[src/rtl/physics_step_scheduler.sv]
// physics_step_scheduler
// Runs one physics step per frame_tick: clears the impulse accumulators,
// walks every object pair (a<b) in lexicographic order through the shared
// collision/resolver datapath, gates accumulation per pair, then issues a
// single commit pulse to the obb_reg bank.
//
// Optional feature (macro OBJ_MASK_EN): adds obj_active[N_OBJ-1:0], latched
// on the starting tick; pairs touching an inactive object skip SETTLE and
// get one idle SAMPLE cycle (no accumulate, no count).
//
// Interface semantics: frame_tick is a single-cycle request accepted only in
// IDLE (otherwise it is dropped and flagged in sticky overrun); acc_clr,
// acc_en and commit are single-cycle strobes with no back-pressure, and busy
// is high from CLEAR through COMMIT inclusive.
module physics_step_scheduler #(
  parameter int N_OBJ         = 4,
  parameter int IDX_W         = 2,
  parameter int SETTLE_CYCLES = 2,
  parameter int CNT_W         = 8
) (
  input  logic             clk,
  input  logic             reset_n,
  input  logic             frame_tick,
  input  logic             is_collision,
  input  logic             ignore_impulse,
`ifdef OBJ_MASK_EN
  input  logic [N_OBJ-1:0] obj_active,
`endif
  output logic [IDX_W-1:0] sel_a,
  output logic [IDX_W-1:0] sel_b,
  output logic             acc_clr,
  output logic             acc_en,
  output logic             commit,
  output logic             busy,
  output logic [CNT_W-1:0] last_collisions,
  output logic             overrun,
  output logic [2:0]       dbg_state
);

  localparam int SET_W = (SETTLE_CYCLES > 1) ? $clog2(SETTLE_CYCLES) : 1;

  typedef enum logic [2:0] {
    S_IDLE   = 3'd0,
    S_CLEAR  = 3'd1,
    S_SETTLE = 3'd2,
    S_SAMPLE = 3'd3,
    S_COMMIT = 3'd4
  } state_t;

  state_t           state_q, state_d;
  logic [IDX_W-1:0] sel_a_q, sel_a_d;
  logic [IDX_W-1:0] sel_b_q, sel_b_d;
  logic [CNT_W-1:0] cnt_q, cnt_d;
  logic [SET_W-1:0] set_q, set_d;
  logic [CNT_W-1:0] last_q, last_d;
  logic             ovr_q, ovr_d;

  // Pair sequencing helpers
  logic [IDX_W-1:0] nxt_a, nxt_b;
  logic             last_pair;
  logic             cur_active;
  logic             nxt_active;

`ifdef OBJ_MASK_EN
  logic [N_OBJ-1:0] mask_q, mask_d;

  // Active flags for the current and the following pair come from the latched mask
  always_comb begin
    cur_active = mask_q[sel_a_q] & mask_q[sel_b_q];
    nxt_active = mask_q[nxt_a] & mask_q[nxt_b];
  end

  // Object mask register, captured when a step starts
  always_ff @(posedge clk or negedge reset_n) begin
    if (!reset_n) mask_q <= '1;
    else          mask_q <= mask_d;
  end
`else
  // Without the mask every pair takes part in the step
  always_comb begin
    cur_active = 1'b1;
    nxt_active = 1'b1;
  end
`endif

  // Successor of the current pair in lexicographic order
  always_comb begin
    nxt_a     = sel_a_q;
    nxt_b     = sel_b_q;
    last_pair = 1'b0;
    if (sel_b_q < IDX_W'(N_OBJ - 1)) begin
      nxt_b = sel_b_q + IDX_W'(1);
    end else if (sel_a_q < IDX_W'(N_OBJ - 2)) begin
      nxt_a = sel_a_q + IDX_W'(1);
      nxt_b = sel_a_q + IDX_W'(2);
    end else begin
      last_pair = 1'b1;
    end
  end

  // Next-state and strobe outputs of the step sequencer
  always_comb begin
    state_d = state_q;
    sel_a_d = sel_a_q;
    sel_b_d = sel_b_q;
    cnt_d   = cnt_q;
    set_d   = set_q;
    last_d  = last_q;
    ovr_d   = ovr_q;
    acc_clr = 1'b0;
    acc_en  = 1'b0;
    commit  = 1'b0;
`ifdef OBJ_MASK_EN
    mask_d  = mask_q;
`endif

    // A tick that cannot start a step is dropped and remembered
    if (frame_tick && (state_q != S_IDLE)) ovr_d = 1'b1;

    case (state_q)
      S_IDLE: begin
        if (frame_tick) begin
          sel_a_d = '0;
          sel_b_d = IDX_W'(1);
          cnt_d   = '0;
          state_d = S_CLEAR;
`ifdef OBJ_MASK_EN
          mask_d  = obj_active;
`endif
        end
      end
      S_CLEAR: begin
        acc_clr = 1'b1;
        set_d   = '0;
        state_d = cur_active ? S_SETTLE : S_SAMPLE;
      end
      S_SETTLE: begin
        set_d = set_q + SET_W'(1);
        if (set_q == SET_W'(SETTLE_CYCLES - 1)) state_d = S_SAMPLE;
      end
      S_SAMPLE: begin
        acc_en = cur_active & is_collision & ~ignore_impulse;
        if (cur_active && is_collision) cnt_d = cnt_q + CNT_W'(1);
        if (last_pair) begin
          state_d = S_COMMIT;
        end else begin
          sel_a_d = nxt_a;
          sel_b_d = nxt_b;
          set_d   = '0;
          state_d = nxt_active ? S_SETTLE : S_SAMPLE;
        end
      end
      S_COMMIT: begin
        commit  = 1'b1;
        last_d  = cnt_q;
        state_d = S_IDLE;
      end
      default: state_d = S_IDLE;
    endcase
  end

  // State and datapath registers; reset aborts any step without a commit
  always_ff @(posedge clk or negedge reset_n) begin
    if (!reset_n) begin
      state_q <= S_IDLE;
      sel_a_q <= '0;
      sel_b_q <= IDX_W'(1);
      cnt_q   <= '0;
      set_q   <= '0;
      last_q  <= '0;
      ovr_q   <= 1'b0;
    end else begin
      state_q <= state_d;
      sel_a_q <= sel_a_d;
      sel_b_q <= sel_b_d;
      cnt_q   <= cnt_d;
      set_q   <= set_d;
      last_q  <= last_d;
      ovr_q   <= ovr_d;
    end
  end

  assign sel_a           = sel_a_q;
  assign sel_b           = sel_b_q;
  assign busy            = (state_q != S_IDLE);
  assign last_collisions = last_q;
  assign overrun         = ovr_q;
  assign dbg_state       = state_q;

endmodule

[config.mk]
export PLATFORM = sky130hd
export DESIGN_NAME = physics_step_scheduler
export DESIGN_NICKNAME = d
export VERILOG_FILES = /design/src/rtl/physics_step_scheduler.sv
export SDC_FILE = /design/constraint.sdc
export NUM_CORES = 1
export LEC_CHECK = 0
export CAP_MARGIN = 10
export CORE_UTILIZATION = 45
export DETAILED_ROUTE_END_ITERATION = 10
export PLACE_DENSITY = 0.7
export SYNTH_ARGS = -nofsm -noshare
export SYNTH_HDL_FRONTEND = slang
export SYNTH_SLANG_ARGS = --single-unit
[constraint.sdc]
create_clock -name clk -period 1.2 [get_ports clk]
set_input_delay 0.24 -clock clk [delete_from_list [all_inputs] [get_ports clk]]
set_output_delay 0.24 -clock clk [all_outputs]
set_load 0.02 [all_outputs]
---- Yosys cells after proc, flatten, opt, wreduce, memory -nomap -nowiden ----
Index checks and enable logic that the tools add are counted.
storage, ports and cells
  bits in registers ....................... 25
  input port bits ......................... 5
  output and inout bits ................... 20
cells by class
  add/subtract/negate cells ............... 5
  magnitude comparators ................... 2
  eq/ne operators ......................... 11
  mux-type cells .......................... 24
  bitwise logic cells ..................... 2
  reductions and logical operators ........ 10
operator list
  operator             number
  $mux 2               8
  $mux 8               2
  $pmux 8 s2           1
  $ne 2x2->1 const B   6
  $pmux 3 s4           1
  $mux 3               3
  $add 8x1->8 const B  1
  $pmux 2 s2           2
  $eq 3x2->1 const B   2
  $mux 1               6
  $reduce_bool 3->1    2
  $reduce_and 5->1     1
  $add 2x1->2 const B  2
  $lt 2x2->1 const B   2
  $reduce_and 2->1     2
  $reduce_and 4->1     1
  $eq 3x1->1 const B   1
  $eq 3x3->1 const B   1
  $logic_not 3->1      1
  $ne 3x3->1 const B   1
  $pmux 1 s3           1
  $reduce_and 3->1     1
  $add 2x2->2 const B  1
  $reduce_bool 2->1    1
  4 further kinds      4

---- Depth between registers and ports, before layout ----
Gate-level depths: netlist of the first run.
  word-level depth ........................ 5
  gate-level depth with buffers ........... 5
  depth with buffers taken out ............ 5

---- Worst setup path after synthesis of the first run ----
OpenSTA, ideal clock, no wires.
  path kind ............................... register to register
  start ................................... register state_q[2] (netlist: dbg_state[2])
  end ..................................... register last_q[0] (netlist: last_collisions[0])
  library setup time ...................... 0.125 ns
  arrival time ............................ 1.467 ns
  required time ........................... 1.075 ns
  slack ................................... -0.391 ns
  cell stages (with the launch flop) ...... 5
  buffers on the path ..................... 1
  period minus slack after synthesis ...... 1.591 ns
  path through ............................ dfrtp_1 buf_4 inv_2 nor3_4 mux2_2
between the ends
  word-level cells in the longest chain between the ends .. 1
RTL lines
  element                 line  RTL
  from (decl)             50    state_t state_q, state_d;
  from (signal assigned)  173   state_q <= state_d;
  $eq 3x3->1              120   case (state_q)
  to (signal assigned)    178   last_q <= last_d;
  to (decl)               55    logic [CNT_W-1:0] last_q, last_d;
Every way passes these cells.
A chain may end at the register's enable or synchronous reset.

---- Final worst setup path of the first run ----
  start ................................... register state_q[1] (netlist: dbg_state[1])
  end ..................................... output port acc_en
between the ends
  word-level cells in the longest chain between the ends .. 2
RTL lines
  element     line  RTL
  $eq 3x2->1  120
  $mux 1      120
  to (decl)   32    output logic acc_en,
Every way passes these cells.

==> metrics.txt, run 1 <==
first-pass GRT wire length 4.95 mm; vias per cell 5.67; Nets 186; Die Width 53.7 µm; flop-to-flop setup slack -0.31 ns; CTS max path bufs 2; drt wl/cell 16.1 µm; hpwl dp 2.05 mm; Worst R2R Path Depth 4; crit path max fanout 7; startpoint types register; Clock Pin Slew Worst Setup and Hold Paths 0.14 ns; area grow syn2layout 59.5%; Slew HR 76.7%; CTS Buf Count 3; Seq/Total Area, Yosys 52.1%; fin area 0.00192 mm²; worst setup path category register to output pin; most frequent cells in the layout buf_4 (29), dfrtp_1 (21), buf_6 (18); placed cell area 0.00170 mm²; gr ovfl total 0; Syn Inst Count 111; drt total wl 3.36 mm; pre-CTS WS -0.649 ns; PD cells 1860 mW/mm²; Clock Sink Count 25; RSZ-0062 raised after global routing true; Worst-Margin Slew 0.350 ns; hold_ws 0.257 ns; crit path launch dbg_state[1]$_DFFE_PN0P_; CP arrival 1.30 ns; remaining antenna violation count 0; Final Worst Setup Slack -0.337 ns; initial antenna violation count 0; Layout Skew 0.00592 ns; CTS root buffer clkbuf_4; DRT Pass-1 Iters 4; Tot GR Track Use 24.5%; most common cell after layout, fill and taps aside buf_4; Site Rows 18; Reg2Reg Launch Point dbg_state[0]$_DFFE_PN0P_; Post-Syn Area 0.00120 mm²; fmax 651 MHz; Antenna diodes 0; status finished, violations left; IO Count 25; maximum vdd ir drop 1.54 mV; H-tree depth 1; vias 1179; final-report hold violation count 0; PortBufs 24; DRT iter0 DRCs 21; Hold WC Path Type input port to asynchronous set/reset pin; Final Max Tran Viols 0; CP required 0.96 ns; largest net degree at the start of global routing 26; Mean Syn Cell Area 10.8 µm²; total die area 0.00288 mm²; dominant cell type by area after synthesis dfrtp_1; Final Total Pwr 3.57 mW; failing checks setup timing; CORE AREA 0.00250 mm²; Final Cycle Share 128%; syn_nets 118; FF+latch count, synth 25; Yosys cell types 36; Die Span Y 53.7 µm; r2r endpoint last_collisions[5]$_DFFE_PN0P_; vias in the first global route 1104; top-area cell type share of the netlist area 49.9%; crit end category output pin; clock tree from TritonCTS built; Tmin final 1.54 ns; max cap viols 0; leak pwr 0.934 nW; placer's final routability congestion estimate 0.904; largest cells by area after synthesis dfrtp_1 (50%), mux2_2 (6.6%), o21ai_0 (5.0%); DRC 0; Worst Setup EP acc_en; layout cells sized above 1 53.4%; clk_lat worst skew 0.32 ns; final design utilization 76.7%; initial core utilization 48.1%; Final setup viols 32; synth warn 0
synthesized netlist by cell type:
cell / count
ha_1: 2
buf_6: 1
or3_1: 2
and4_1: 1
nand4_1: 1
mux2_2: 7
nor3_1: 1
xor2_1: 1
a21o_1: 2
o31a_1: 1
nor3_4: 1
mux2_1: 1
nand3_1: 1
dfrtp_1: 24
a311oi_1: 1
o31ai_1: 2
a22o_1: 1
nor2_1: 11
o21ai_0: 12
a222oi_1: 1
nand2b_4: 1
a22oi_1: 1
dfstp_2: 1
a211oi_1: 1
a31oi_1: 1
nand2b_1: 2
nand2_1: 10
and2_1: 2
buf_4: 2
o22a_1: 1
inv_1: 3
nand3b_1: 2
inv_2: 1
nand4b_4: 1
and3_1: 3
a21oi_1: 5
layer usage:
layer | vias up | share of wire, % | track usage, %
met5 | - | 0 | 0
met4 | 0 | 4.7 | 12.7
met3 | 20 | 4.2 | 5.08
met2 | 49 | 51 | 41.6
met1 | 574 | 40 | 28.9
li1 | 536 | - | -
worst min-delay path by stage:
| stage | startpoint | endpoint | slack, ns | depth (start not counted) |
|---|---|---|---|---|
| after detailed placement | overrun$_DFFE_PN0P_ | overrun$_DFFE_PN0P_ | 0.45 | 1 |
| final | reset_n | sel_b[1]$_DFFE_PN0P_ | 0.26 | 2 |
| after CTS | reset_n | sel_a[1]$_DFFE_PN0P_ | 0.26 | 2 |
| after global routing | reset_n | sel_b[1]$_DFFE_PN0P_ | 0.27 | 2 |
| after floorplan | reset_n | cnt_q[0]$_DFFE_PN0P_ | -0.06 | 0 |
| after global placement | overrun$_DFFE_PN0P_ | overrun$_DFFE_PN0P_ | 0.44 | 1 |
state kept, by name, summed over array words and instances (netlist names):
name / cells
last_collisions: 8
set_q: 1
sel_b: 2
sel_a: 2
dbg_state: 3
cnt_q: 8
overrun: 1
where the power goes:
part / switching, mW / internal (mW) / leakage, nW
Combinational: 0.903 / 1.12 / 0.601
Sequential: 0.145 / 1.02 / 0.318
Clock: 0.250 / 0.130 / 0.0150
Total: 1.30 / 2.27 / 0.934
layout make-up:
class                      count  area (µm²)
clock buffer                   4        26.3
fill                         172         582
inverter                       4        17.5
multi-input combinational     79         631
sequential                    25         631
tap                           30        37.5
timing repair buffer          66         576
repair_timing:
action                     in CTS  in global routing
setup endpoints to repair      44                 33
hold buffers                    0                  0
resized for setup             122                 15
hold endpoints to repair        0                  0
buffers inserted               12                  6
pin swaps                      14                 11
cells by family (layout without fill, tap and decap cells):
family	after synthesis	count (layout)	share of synthesized area, %
and+or+nand+nor	39	39	19.0
adders and majority gates	2	2	2.08
buffers and inverters	7	74	3.43
DFF	25	25	52.1
AOI/OAI and AO/OA	29	29	15.1
xor gates and xnor gates	1	1	0.729
muxes	8	8	7.49
metrics by stage:
step                      TNS, ns  instances
after floorplan             -5.08        111
after global placement      -9.17        189
after detailed placement    -9.54        189
after CTS                   -7.03        205
after global routing        -9.22        208
final                       -7.45        208
critical path, cell delays in order, from the launching register on:
cell and delay (ns):
dfrtp_2 0.48, buf_4 0.15, nand4b_4 0.11, nor2_2 0.11
buf_6 0.12
No activity file was read; power rests on OpenSTA's default activity.
==> inputs of run 2 (changes only) <==
Settings changed: CAP_MARGIN 10 to 20, CTS_CLUSTER_SIZE set to 16.
==> results of run 2 <==
Final layout, timing and power as in run 1 (identical DEF).
==> edit: new RTL, flow settings as in run 1 <==
Put a register stage on the output `acc_en`, without a reset. The value now appears one clock later. The other outputs are not delayed to match. Comments in the files are not updated.
--- a/src/rtl/physics_step_scheduler.sv
+++ b/src/rtl/physics_step_scheduler.sv
@@ -47,4 +47,6 @@
     S_COMMIT = 3'd4
   } state_t;
+
+  logic acc_en_d;
 
   state_t           state_q, state_d;
@@ -109,5 +111,5 @@
     ovr_d   = ovr_q;
     acc_clr = 1'b0;
-    acc_en  = 1'b0;
+    acc_en_d = 1'b0;
     commit  = 1'b0;
 `ifdef OBJ_MASK_EN
@@ -140,5 +142,5 @@
       end
       S_SAMPLE: begin
-        acc_en = cur_active & is_collision & ~ignore_impulse;
+        acc_en_d = cur_active & is_collision & ~ignore_impulse;
         if (cur_active && is_collision) cnt_d = cnt_q + CNT_W'(1);
         if (last_pair) begin
@@ -188,4 +190,8 @@
   assign dbg_state       = state_q;
 
+  always_ff @(posedge clk) begin
+    acc_en <= acc_en_d;
+  end
+
 endmodule
 
Behaviour: not the same (Yosys sat finds a counterexample within 10 cycles, from zero or initial values and one cycle with reset_n low).
==> edit against run 1 <==
The run still ends with setup timing left; critical path depth rose by 2; total power increased by 21%; area after synthesis fell by 0.21%; design area is 0.33% higher; register-to-register slack worse by 50 ps; highest routed layer unchanged; sequential cell count increased by 1; worst setup slack got worse by 24 ps; sequential share of layout area is 1.0 points higher; die area is 0.21% lower; wire length increased by 2.5%; maximum frequency decreased by 1.5%; synthesized cell count fell by 0.90%; utilization increased by 0.25 points.
==> edit: results (changes against run 1) <==
place:
  dp_cells: 187  # -1.1%
  placed_cell_area_mm2: 0.00170  # about the same
  post-dp-hpwl_um: 1970  # -3.9%
  globalplace.congestion: 0.797  # -12%
synth:
  synth_nets: 117  # -0.85%
  synthAdderAreaFrac_pct: 2.09  # +0.0043 points
  synth-seq-cells: 26  # +4.0%
  synth_top_family_by_area: "compound AO/OA/AOI/OAI gates"
  synth.cell_area_mm2: 0.00120  # -0.21%
  synth-compound-area-share_pct: 15.1  # +0.031 points
  syn_inst: 110  # -0.90%
  synthTopCellsByCount: "dfrtp_1 (24), nand2_1 (11), o21ai_0 (9), mux2_2 (8), nor2_1 (6)"
  async_flop_share_pct: 96.2  # -3.8 points
  ys_seq_area_share_pct: 53.9  # +1.8 points
  synthXorXnorAreaFrac_pct: 0.730  # +0.0015 points
cells_and_area:
  signal_buffers: 64  # -3.0%
  buffer_area_share_pct: 27.4  # -2.6 points
  multi_input_area_share_pct: 32.7  # -0.17 points
  seqAreaFraction_pct: 33.9  # +1.0 points
  final_nets: 183  # -1.6%
  layout-drive-gt1-share_pct: 57.1  # +3.8 points
  clk_share_pct: 2.73  # +1.4 points
  fin_util_pct: 77.0  # +0.25 points
  fillers: 162  # -5.8%
outcome:
  run_status: "complete, but fails checks"
  violations: "setup timing"
grt:
  grt_pass1_vias: 1097  # -0.63%
  grt.total_usage_pct: 26.0  # +1.5 points
  grt_first_pass_wirelength_um: 5130  # +3.6%
power:
  leakage_uw: 0.000920  # -1.6%
sta:
  setup_ws_ps: -361  # -24.1 ps
  worstMarginPinSlew_ps: 348  # -1.89 ps
  fin_skew_ps: 5.37  # -0.546 ps
  setup_viol: 29  # -9.4%
routing:
  wire_per_inst_um: 16.8  # +4.0%
  drtIter0Drc: 22  # +4.8%
  routed_via_density: 5.52  # -2.7%
  wl_um: 3440  # +2.5%
cts:
  cts_resized: 112  # -8.2%
  cts_setup_buffers: 10  # -2
setup_path:
  cp.arrival_ps: 1810  # +510 ps
  critPathMaxFanout: 4  # -3
  rr_worst_depth: 6  # +2
-- edit: through the flow --
stage          setup slack [ps]  hold WS [ps]  power (uW)  setup TNS [ps]
2_1_floorplan              -371         -55.6        2280           -4970
3_3_place_gp               -340           444        3070           -5370
3_5_place_dp               -346           445        3150           -5660
4_1_cts                    -303           233        4040           -5830
5_1_grt                    -403           232        4550           -8780
6_report                   -361           219        4330           -7350
-- edit: where the power goes --
group          leakage [uW]  internal (uW)  switching (uW)
Combinational      0.000563           1210            1180
Sequential         0.000328           1090             210
Clock             0.0000279            338             297
Total              0.000920           2650            1680
-- edit: routing by layer --
layer | vias up | track usage, % | share of wire (%)
li1 | 534 | - | -
met1 | 554 | 33.0 | 45
met2 | 33 | 43.1 | 49
met3 | 10 | 3.67 | 3.9
met4 | 0 | 13.2 | 2.7
met5 | - | 0 | 0
